File: src/rtl/logic_unit_pipe_if.sv
// Handshake bus for logic_unit_pipe: input beat (a/b/op/acc_clr) and registered result side.
// The unit itself connects through the slave modport.
interface logic_unit_pipe_if #(
    parameter int WIDTH = 8,
    parameter int CNT_W = 8
);
    logic             in_valid;
    logic             in_ready;
    logic [2:0]       op;
    logic [WIDTH-1:0] a;
    logic [WIDTH-1:0] b;
    logic             acc_clr;
    logic             out_valid;
    logic             out_ready;
    logic [WIDTH-1:0] y;
    logic             parity;
    logic [WIDTH-1:0] acc;
    logic [CNT_W-1:0] beat_cnt;

    modport master (
        output in_valid, op, a, b, acc_clr, out_ready,
        input  in_ready, out_valid, y, parity, acc, beat_cnt
    );

    modport slave (
        input  in_valid, op, a, b, acc_clr, out_ready,
        output in_ready, out_valid, y, parity, acc, beat_cnt
    );
endinterface

File: src/rtl/logic_unit_pipe.sv
// Registered WIDTH-bit bitwise logic unit with valid/ready on both sides,
// an XOR checksum accumulator and an accepted-beat counter.
module logic_unit_pipe #(
    parameter int WIDTH = 8,
    parameter int CNT_W = 8
) (
    input  logic                clk,
    input  logic                rst_n,
    logic_unit_pipe_if.slave    bus
);
    localparam logic [2:0] OP_NOT  = 3'd0;
    localparam logic [2:0] OP_AND  = 3'd1;
    localparam logic [2:0] OP_OR   = 3'd2;
    localparam logic [2:0] OP_XOR  = 3'd3;
    localparam logic [2:0] OP_NAND = 3'd4;
    localparam logic [2:0] OP_NOR  = 3'd5;
    localparam logic [2:0] OP_XNOR = 3'd6;
    localparam logic [2:0] OP_XACC = 3'd7;

    logic             w_in_ready;
    logic             w_accept;
    logic [WIDTH-1:0] w_acc_base;
    logic [WIDTH-1:0] w_result;

    logic             r_out_valid;
    logic [WIDTH-1:0] r_y;
    logic             r_parity;
    logic [WIDTH-1:0] r_acc;
    logic [CNT_W-1:0] r_beat_cnt;

    // Ready looks straight through to out_ready so a draining result never costs a bubble.
    assign w_in_ready = ~r_out_valid | bus.out_ready;
    assign w_accept   = bus.in_valid & w_in_ready;

    always_comb begin
        w_acc_base = bus.acc_clr ? '0 : r_acc;
        w_result   = '0;
        case (bus.op)
            OP_NOT:  w_result = ~bus.a;
            OP_AND:  w_result = bus.a & bus.b;
            OP_OR:   w_result = bus.a | bus.b;
            OP_XOR:  w_result = bus.a ^ bus.b;
            OP_NAND: w_result = ~(bus.a & bus.b);
            OP_NOR:  w_result = ~(bus.a | bus.b);
            OP_XNOR: w_result = ~(bus.a ^ bus.b);
            OP_XACC: w_result = w_acc_base ^ bus.a ^ bus.b;
            default: w_result = '0;
        endcase
    end

    always_ff @(posedge clk or negedge rst_n) begin
        if (!rst_n) begin
            r_out_valid <= 1'b0;
            r_y         <= '0;
            r_parity    <= 1'b0;
            r_acc       <= '0;
            r_beat_cnt  <= '0;
        end else if (w_accept) begin
            r_out_valid <= 1'b1;
            r_y         <= w_result;
            r_parity    <= ^w_result;
            r_beat_cnt  <= r_beat_cnt + CNT_W'(1);
            if (bus.op == OP_XACC) begin
                r_acc <= w_result;
            end else if (bus.acc_clr) begin
                r_acc <= '0;
            end
        end else if (bus.out_ready) begin
            r_out_valid <= 1'b0;
        end
    end

    assign bus.in_ready  = w_in_ready;
    assign bus.out_valid = r_out_valid;
    assign bus.y         = r_y;
    assign bus.parity    = r_parity;
    assign bus.acc       = r_acc;
    assign bus.beat_cnt  = r_beat_cnt;
endmodule

File: src/flat_wrapper.sv
// flat-port wrapper written by rule: the top's interface ports become plain ports
module logic_unit_pipe_flat 
#(
    parameter int WIDTH = 8,
    parameter int CNT_W = 8
)
  (clk, rst_n, bus_in_valid, bus_op, bus_a, bus_b, bus_acc_clr, bus_out_ready, bus_in_ready, bus_out_valid, bus_y, bus_parity, bus_acc, bus_beat_cnt);
  logic_unit_pipe_if #(.WIDTH(WIDTH), .CNT_W(CNT_W)) bus_i ();
  input  logic clk;
  input  logic rst_n;
  input wire logic [$bits(bus_i.in_valid)-1:0] bus_in_valid;
  input wire logic [$bits(bus_i.op)-1:0] bus_op;
  input wire logic [$bits(bus_i.a)-1:0] bus_a;
  input wire logic [$bits(bus_i.b)-1:0] bus_b;
  input wire logic [$bits(bus_i.acc_clr)-1:0] bus_acc_clr;
  input wire logic [$bits(bus_i.out_ready)-1:0] bus_out_ready;
  output wire logic [$bits(bus_i.in_ready)-1:0] bus_in_ready;
  output wire logic [$bits(bus_i.out_valid)-1:0] bus_out_valid;
  output wire logic [$bits(bus_i.y)-1:0] bus_y;
  output wire logic [$bits(bus_i.parity)-1:0] bus_parity;
  output wire logic [$bits(bus_i.acc)-1:0] bus_acc;
  output wire logic [$bits(bus_i.beat_cnt)-1:0] bus_beat_cnt;
  assign bus_i.in_valid = bus_in_valid;
  assign bus_i.op = bus_op;
  assign bus_i.a = bus_a;
  assign bus_i.b = bus_b;
  assign bus_i.acc_clr = bus_acc_clr;
  assign bus_i.out_ready = bus_out_ready;
  assign bus_in_ready = bus_i.in_ready;
  assign bus_out_valid = bus_i.out_valid;
  assign bus_y = bus_i.y;
  assign bus_parity = bus_i.parity;
  assign bus_acc = bus_i.acc;
  assign bus_beat_cnt = bus_i.beat_cnt;
  logic_unit_pipe #(.WIDTH(WIDTH), .CNT_W(CNT_W)) u_core (.clk(clk), .rst_n(rst_n), .bus(bus_i));
endmodule
File: config.mk
export PLATFORM = sky130hd
export DESIGN_NAME = logic_unit_pipe_flat
export DESIGN_NICKNAME = d
export VERILOG_FILES = /design/src/rtl/logic_unit_pipe_if.sv /design/src/rtl/logic_unit_pipe.sv /design/src/flat_wrapper.sv
export SDC_FILE = /design/constraint.sdc
export NUM_CORES = 1
export LEC_CHECK = 0
export CAP_MARGIN = 15
export CORE_MARGIN = 2
export CORE_UTILIZATION = 45
export DETAILED_ROUTE_END_ITERATION = 8
export PLACE_DENSITY_LB_ADDON = 0.05
export SYNTH_ARGS = -nofsm -noshare
export SYNTH_HDL_FRONTEND = slang
export SYNTH_SLANG_ARGS = --single-unit
File: constraint.sdc
create_clock -name clk -period 1.7 [get_ports clk]
set_clock_uncertainty 0.05 [all_clocks]
set_input_delay 0.17 -clock clk [delete_from_list [all_inputs] [get_ports clk]]
set_output_delay 0.17 -clock clk [all_outputs]
set_load 0.05 [all_outputs]
## Word level (Yosys, flattened, before mapping)

Index checks and enable logic that the tools add are counted.

- Reductions and logical operators: 3
- Div/mod/pow operators: 0
- Multiplexer cells: 5
- $lt $le $gt $ge: 0
- Add/subtract/negate cells: 1
- Eq/ne operators: 7
- Bitwise operators: 12
- $mul: 0
- Shift-type cells: 0

Operator list:

| cell | number |
|---|---|
| one-hot mux 8 bit (8 select lines) | 1 |
| NOT 8 bit | 4 |
| XOR 8 bit | 3 |
| two-way mux 8 bit | 2 |
| == test 3 bit (second input constant) | 4 |
| adder 8 x 1 -> 8 bit (second input constant) | 1 |
| bitwise AND 8 bit | 1 |
| bitwise OR 8 bit | 1 |
| XOR reduction 8 bit | 1 |
| == test 3 x 2 -> 1 bit (second input constant) | 2 |
| == test 3 x 1 -> 1 bit (second input constant) | 1 |
| zero test 3 bit | 1 |
| two-way mux 1 bit | 2 |
| nonzero test 2 bit | 1 |
| bitwise AND 1 bit | 1 |
| NOT 1 bit | 1 |
| bitwise OR 1 bit | 1 |

- Bits in latches: 0
- Output and inout port bits: 27
- RAM bits: 0
- Bits in read-only memories: 0
- Register bits after elaboration: 26
- Memories kept: 0

## Depth between registers and ports, before layout

Gate-level depths: netlist of run 1.

- Depth after elaboration: 5
- Depth in mapped cells: 10
- Gate-level depth less buffers: 10

## Worst setup path before layout of run 1

Ideal clock, no wire load.

- Kind: register to register
- Start point: reg u_core.r_out_valid (netlist: u_core.bus.out_valid)
- End point: reg u_core.r_beat_cnt[7] (netlist: u_core.bus.beat_cnt[7])
- Setup time: 140 ps
- Setup slack: -565 ps
- Buffers on the path: 1
- Data arrival time: 2075 ps
- Required time: 1510 ps
- Cell stages (with the launch flop): 8
- Cells stage by stage: dfrtp_1 > nand2b_1 > and2_1 > clkbuf_1 > nand4_1 > nor2_1 > nand4_1 > xnor2_1

- Word-level cells in the longest chain between the ends: 3

RTL lines:

| what | RTL line | RTL |
|---|---|---|
| start: declaration | logic_unit_pipe.sv:25 | `logic r_out_valid;` |
| start signal: assignment | logic_unit_pipe.sv:53 | `r_out_valid <= 1'b0;` |
| start signal: assignment | logic_unit_pipe.sv:59 | `r_out_valid <= 1'b1;` |
| start signal: assignment | logic_unit_pipe.sv:69 | `r_out_valid <= 1'b0;` |
| NOT 1 bit | logic_unit_pipe.sv:32 | `assign w_in_ready = ~r_out_valid \| bus.out_ready;` |
| bitwise OR 1 bit | logic_unit_pipe.sv:32 |  |
| via bus_in_ready | flat_wrapper.sv:17 | `output wire logic [$bits(bus_i.in_ready)-1:0] bus_in_ready;` |
| bitwise AND 1 bit | logic_unit_pipe.sv:33 | `assign w_accept = bus.in_valid & w_in_ready;` |
| end signal: assignment | logic_unit_pipe.sv:62 | `r_beat_cnt <= r_beat_cnt + CNT_W'(1);` |
| end: declaration | logic_unit_pipe.sv:29 | `logic [CNT_W-1:0] r_beat_cnt;` |

The timed path passes the listed nets, and every way through them passes these cells.
A chain may end at the register's enable or synchronous reset.

## Worst setup path in the final report of run 1

- Start point: in bus_b[6]
- End point: reg u_core.r_parity (netlist: u_core.bus.parity)

- Word-level cells in the longest chain between the ends: 4
- Elaborated cells on any way between the ends: 9

RTL lines:

| what | RTL line | RTL |
|---|---|---|
| start: declaration | flat_wrapper.sv:14 | `input wire logic [$bits(bus_i.b)-1:0] bus_b;` |
| XOR 8 bit (tied with other cells) | logic_unit_pipe.sv:42, logic_unit_pipe.sv:45 |  |
| NOT 8 bit, on equally long branches | logic_unit_pipe.sv:45, logic_unit_pipe.sv:43, logic_unit_pipe.sv:44 |  |
| one-hot mux 8 bit (8 select lines) (*) | logic_unit_pipe.sv:38 | `case (bus.op)` |
| XOR reduction 8 bit (*) | logic_unit_pipe.sv:61 | `r_parity <= ^w_result;` |
| end signal: assignment | logic_unit_pipe.sv:61 |  |
| end: declaration | logic_unit_pipe.sv:27 | `logic r_parity;` |

Every way passes the cells marked *; elsewhere a longest branch is shown, timed or not.

==> results of run 1 <==
## power by group
group	leakage (nW)	internal [mW]	switching, mW	total (mW)
registers	0.324	0.741	0.113	0.854
logic	1.37	0.686	0.893	1.58
clock network	0.0357	0.315	0.200	0.516
## synth_stat cells
library cell	instances	area share (%)
and2_1	1	0.29
buf_8	1	0.69
o32ai_1	1	0.40
nand3_1	5	1.1
nand3b_1	1	0.34
xnor3_1	1	1.0
mux2_2	2	1.0
a41oi_1	1	0.40
o21a_1	1	0.34
inv_1	22	3.8
o22a_1	4	1.6
buf_6	1	0.52
o21ai_0	13	3.0
a21o_1	1	0.34
mux4_2	5	5.2
o31ai_1	1	0.34
ha_1	17	9.7
clkbuf_1	7	1.2
nand2_1	36	6.2
a31oi_1	1	0.29
o21ai_1	3	0.69
a221oi_1	1	0.40
nand2_2	1	0.29
o22ai_1	5	1.4
nor3_1	2	0.46
nand2b_1	9	2.6
xnor2_1	24	9.6
mux4_1	1	1.2
nor2_1	29	5.0
o221ai_1	2	0.80
nand4_1	3	0.86
a311oi_1	3	1.2
a211oi_1	1	0.34
buf_2	4	0.92
a21boi_0	1	0.34
nor2_2	1	0.29
nor2b_1	5	1.4
a21oi_1	13	3.0
xor2_1	4	1.6
dfrtp_1	26	30
## worst max-delay path: cells and delay by family
family / cells / cell delay (ns)
adder cells (fa/ha/maj): 1 / 0.15
XOR/XNOR: 3 / 0.73
multiplexers: 1 / 0.44
AO/OA/AOI/OAI: 2 / 0.40
buffers and inverters: 2 / 0.24
## registers in the layout, indices dropped and copies added, names as in the netlist
| register | flops |
|---|---|
| u_core.bus.beat_cnt | 8 |
| u_core.bus.parity | 1 |
| u_core.bus.acc | 8 |
| u_core.bus.out_valid | 1 |
| u_core.bus.y | 8 |
## cell type report
cell class                 count  area, sq um
timing repair buffer         136         1130
sequential                    26          659
inverter                      22         90.1
multi-input combinational    199         1660
clock buffer                   3         41.3
fill                         318         1010
tap                           54         67.6
clock inverter                 1         30.0
## cell families (layout without fill, tap and decap cells)
family | Yosys count | after routing | synth area share (%)
xor+xnor | 29 | 29 | 12.3
fa+ha+maj | 17 | 17 | 9.74
buf+inv | 35 | 162 | 7.10
flops | 26 | 26 | 29.8
compound gates | 52 | 52 | 14.9
simple gates | 93 | 93 | 18.8
mux | 8 | 8 | 7.39
## cell usage in the layout, fill, tap and decap left out, types with 3 or more instances in the layout
| master | Yosys | final |
|---|---|---|
| nand2b_1 | 9 | 6 |
| buf_4 | 0 | 98 |
| nand2_2 | 1 | 3 |
| clkbuf_8 | 0 | 3 |
| inv_4 | 0 | 3 |
| xnor2_1 | 24 | 19 |
| a21oi_1 | 13 | 13 |
| buf_2 | 4 | 7 |
| nand4_1 | 3 | 3 |
| a311oi_1 | 3 | 3 |
| nor2b_1 | 5 | 3 |
| o22ai_1 | 5 | 4 |
| nor2_1 | 29 | 28 |
| o21ai_0 | 13 | 10 |
| dlygate4sd2_1 | 0 | 3 |
| clkbuf_2 | 0 | 4 |
| ha_1 | 17 | 4 |
| mux4_2 | 5 | 6 |
| xor2_1 | 4 | 4 |
| xnor2_2 | 0 | 5 |
| dfrtp_2 | 0 | 7 |
| nand3_1 | 5 | 4 |
| nand2b_4 | 0 | 3 |
| ha_4 | 0 | 12 |
| dfrtp_1 | 26 | 19 |
| o21ai_1 | 3 | 5 |
| inv_2 | 0 | 11 |
| inv_1 | 22 | 8 |
| buf_6 | 1 | 15 |
| nand2_1 | 36 | 33 |
| clkdlybuf4s50_1 | 0 | 3 |
## worst paths after layout
kind,endpoint,from,slack (ns),cells after the start
worst max-delay path,u_core.bus.parity,bus_b[6],-0.27,9
worst min-delay path,u_core.bus.beat_cnt[6],rst_n,0.21,2
worst max register to register,u_core.bus.parity,u_core.bus.acc[3],-0.24,8
worst min register to register,u_core.bus.beat_cnt[7],u_core.bus.beat_cnt[7],0.43,1
max in group asynchronous,u_core.bus.out_valid,rst_n,1.11,2
min in group clk,u_core.bus.acc[3],bus_a[3],0.41,6
## what timing repair did
action                                  4_1_cts  5_1_grt
pin swaps                                    25       10
endpoints found under the setup margin       12        4
cloned                                        2        0
resized for setup                           112       31
buffers inserted                             15        1
## layer usage
| metal | track usage [%] | up-vias |
|---|---|---|
| met2 | 44.5 | 55 |
| li1 | - | 1135 |
| met1 | 29.5 | 1098 |
| met3 | 3.57 | 10 |
| met4 | 6.06 | 0 |
| met5 | 0 | - |
## per-stage QoR
step | hold WS [ns] | TNS, ns | utilization, % | setup slack, ns
3_5_place_dp | 0.415 | -6.78 | 68.0 | -1.00
3_3_place_gp | 0.413 | -6.48 | 68.0 | -0.940
2_1_floorplan | -0.176 | -0.394 | - | -0.289
4_1_cts | 0.223 | -0.218 | 76.8 | -0.218
5_1_grt | 0.225 | -0.333 | 78.4 | -0.333
6_report | 0.207 | -0.267 | 78.4 | -0.267
==> reports/results.tsv, run 1 <==
stage	metric	value	unit
yosys	synth warn	0	
sta	worst-margin pin slew	0.350	ns
power	maximum VDD drop	0.000624	V
setup_path	crit-path max FO	2	
sta	relative slew slack	76.5	%
sta	FMAX	508	MHz
sta	final setup vio count	1	
place	placed cell areas	3190	sq um
flow_run	number of max-cap violations	0	
sta	crit path time final	1.97	ns
setup_path	slowest cell on the critical path	mux4_2	
cts	CTS tree	yes	
detailed_routing	via count	2298	
sta	Slew Limit Fails	0	
yosys	count of state elements after synthesis	26	
setup_path	required time of the critical path	1.86	ns
global_routing	initial antenna violation count	0	
yosys	Mapped Cells	260	
cts	# H-tree levels	1	
yosys	Syn Area/Cell	8.40	sq um
worst_hold_path	Hold Path Class	primary input to async pin	
cells_and_area	Non-Filler Instances	441	
run_status	failing checks	setup timing	
floorplanning	core area	4690	sq um
cts	clk slew on worst S/H paths	0.10	ns
floorplanning	Die Y	73.7	um
floorplanning	Die Width	73.7	um
sta	final worst slack	-0.267	ns
place	routability cong.	0.761	
global_routing	grt ovf	0	
floorplanning	IO Count	51	
detailed_routing	Avg Vias per Cell	5.21	
power	P_leak	1.73	nW
cells_and_area	Area Growth Syn to Fin	68.4	%
detailed_routing	drc violations	0	
detailed_routing	wirelength, routed	6.29	mm
detailed_routing	drt first pass iters	4	
detailed_routing	routed wl met3	185	um
place	Placed Cells	420	
cts	Num Clock Sinks	26	
setup_path	cells along the critical path	buf_2 -> buf_6 -> ha_4 -> mux4_2 -> o22a_1 -> xnor2_2 -> xnor2_1 -> xnor3_1 -> o21ai_1	
setup_path	Worst path max stage delay	0.44	ns
yosys	Syn Std Cell Area	2180	sq um
global_routing	global-route wire length before repair	10.2	mm
power	Tot Pwr	2.95	mW
setup_path	Worst setup EP type	register	
floorplanning	Die Area	5430	sq um
setup_path	Arr. time, crit path	2.12	ns
cells_and_area	cell area after layout	3680	sq um
place	Port Buffers	50	
detailed_routing	wire length per cell	14.3	um
cts	root buffer cell	clkbuf_8	
cells_and_area	Nets	429	
global_routing	pin count of the biggest net entering global routing	27	
place	hpwl dp	4.29	mm
detailed_routing	DR iter-0 viols	91	
floorplanning	number of placement rows	25	
run_status	status	finished, violations left	
power	PD cells	802	nW/um^2
global_routing	global router's overall resource usage	24.3	%
sta	final cycle utilization of the critical path	116	%
detailed_routing	wl on met1	2.69	mm
cells_and_area	diodes inserted	0	
setup_path	critical path class	primary input to register	
global_routing	vias in the first global route	2325	
cts	Worst-Skew Late Latency	0.27	ns
cts	CTS Buffer Depth	2	
yosys	distinct cell type count after synthesis	40	
detailed_routing	ANT nets after route	0	
setup_path	startpoint types	primary input	
yosys	Seq/Total Area, Yosys	29.8	%
cells_and_area	ratio of cells with drive above 1 in the final layout	51.9	%
sta	RSZ-0062 raised after global routing	yes	
yosys	Mapped Nets	301	
detailed_routing	Met2 Routed Length	3.31	mm
detailed_routing	Max Used Layer	met4	
floorplanning	Starting Density	46.6	%
cts	CTS buffer count	3	
sta	Fin. Hold Viols	0	
cts	# hold bufs at CTS	0	
No activity file was read; power rests on OpenSTA's default activity.
==> run 2, diff against run 1 <==
--- a/config.mk
+++ b/config.mk
@@ -5,6 +5,7 @@
 export SDC_FILE = /design/constraint.sdc
 export NUM_CORES = 1
 export LEC_CHECK = 0
+export ABC_CLOCK_PERIOD_IN_PS = 1700
 export CAP_MARGIN = 15
 export CORE_MARGIN = 2
 export CORE_UTILIZATION = 45
==> results of run 2 <==
Same layout as run 1: the final DEF is identical, and so are final timing and power.
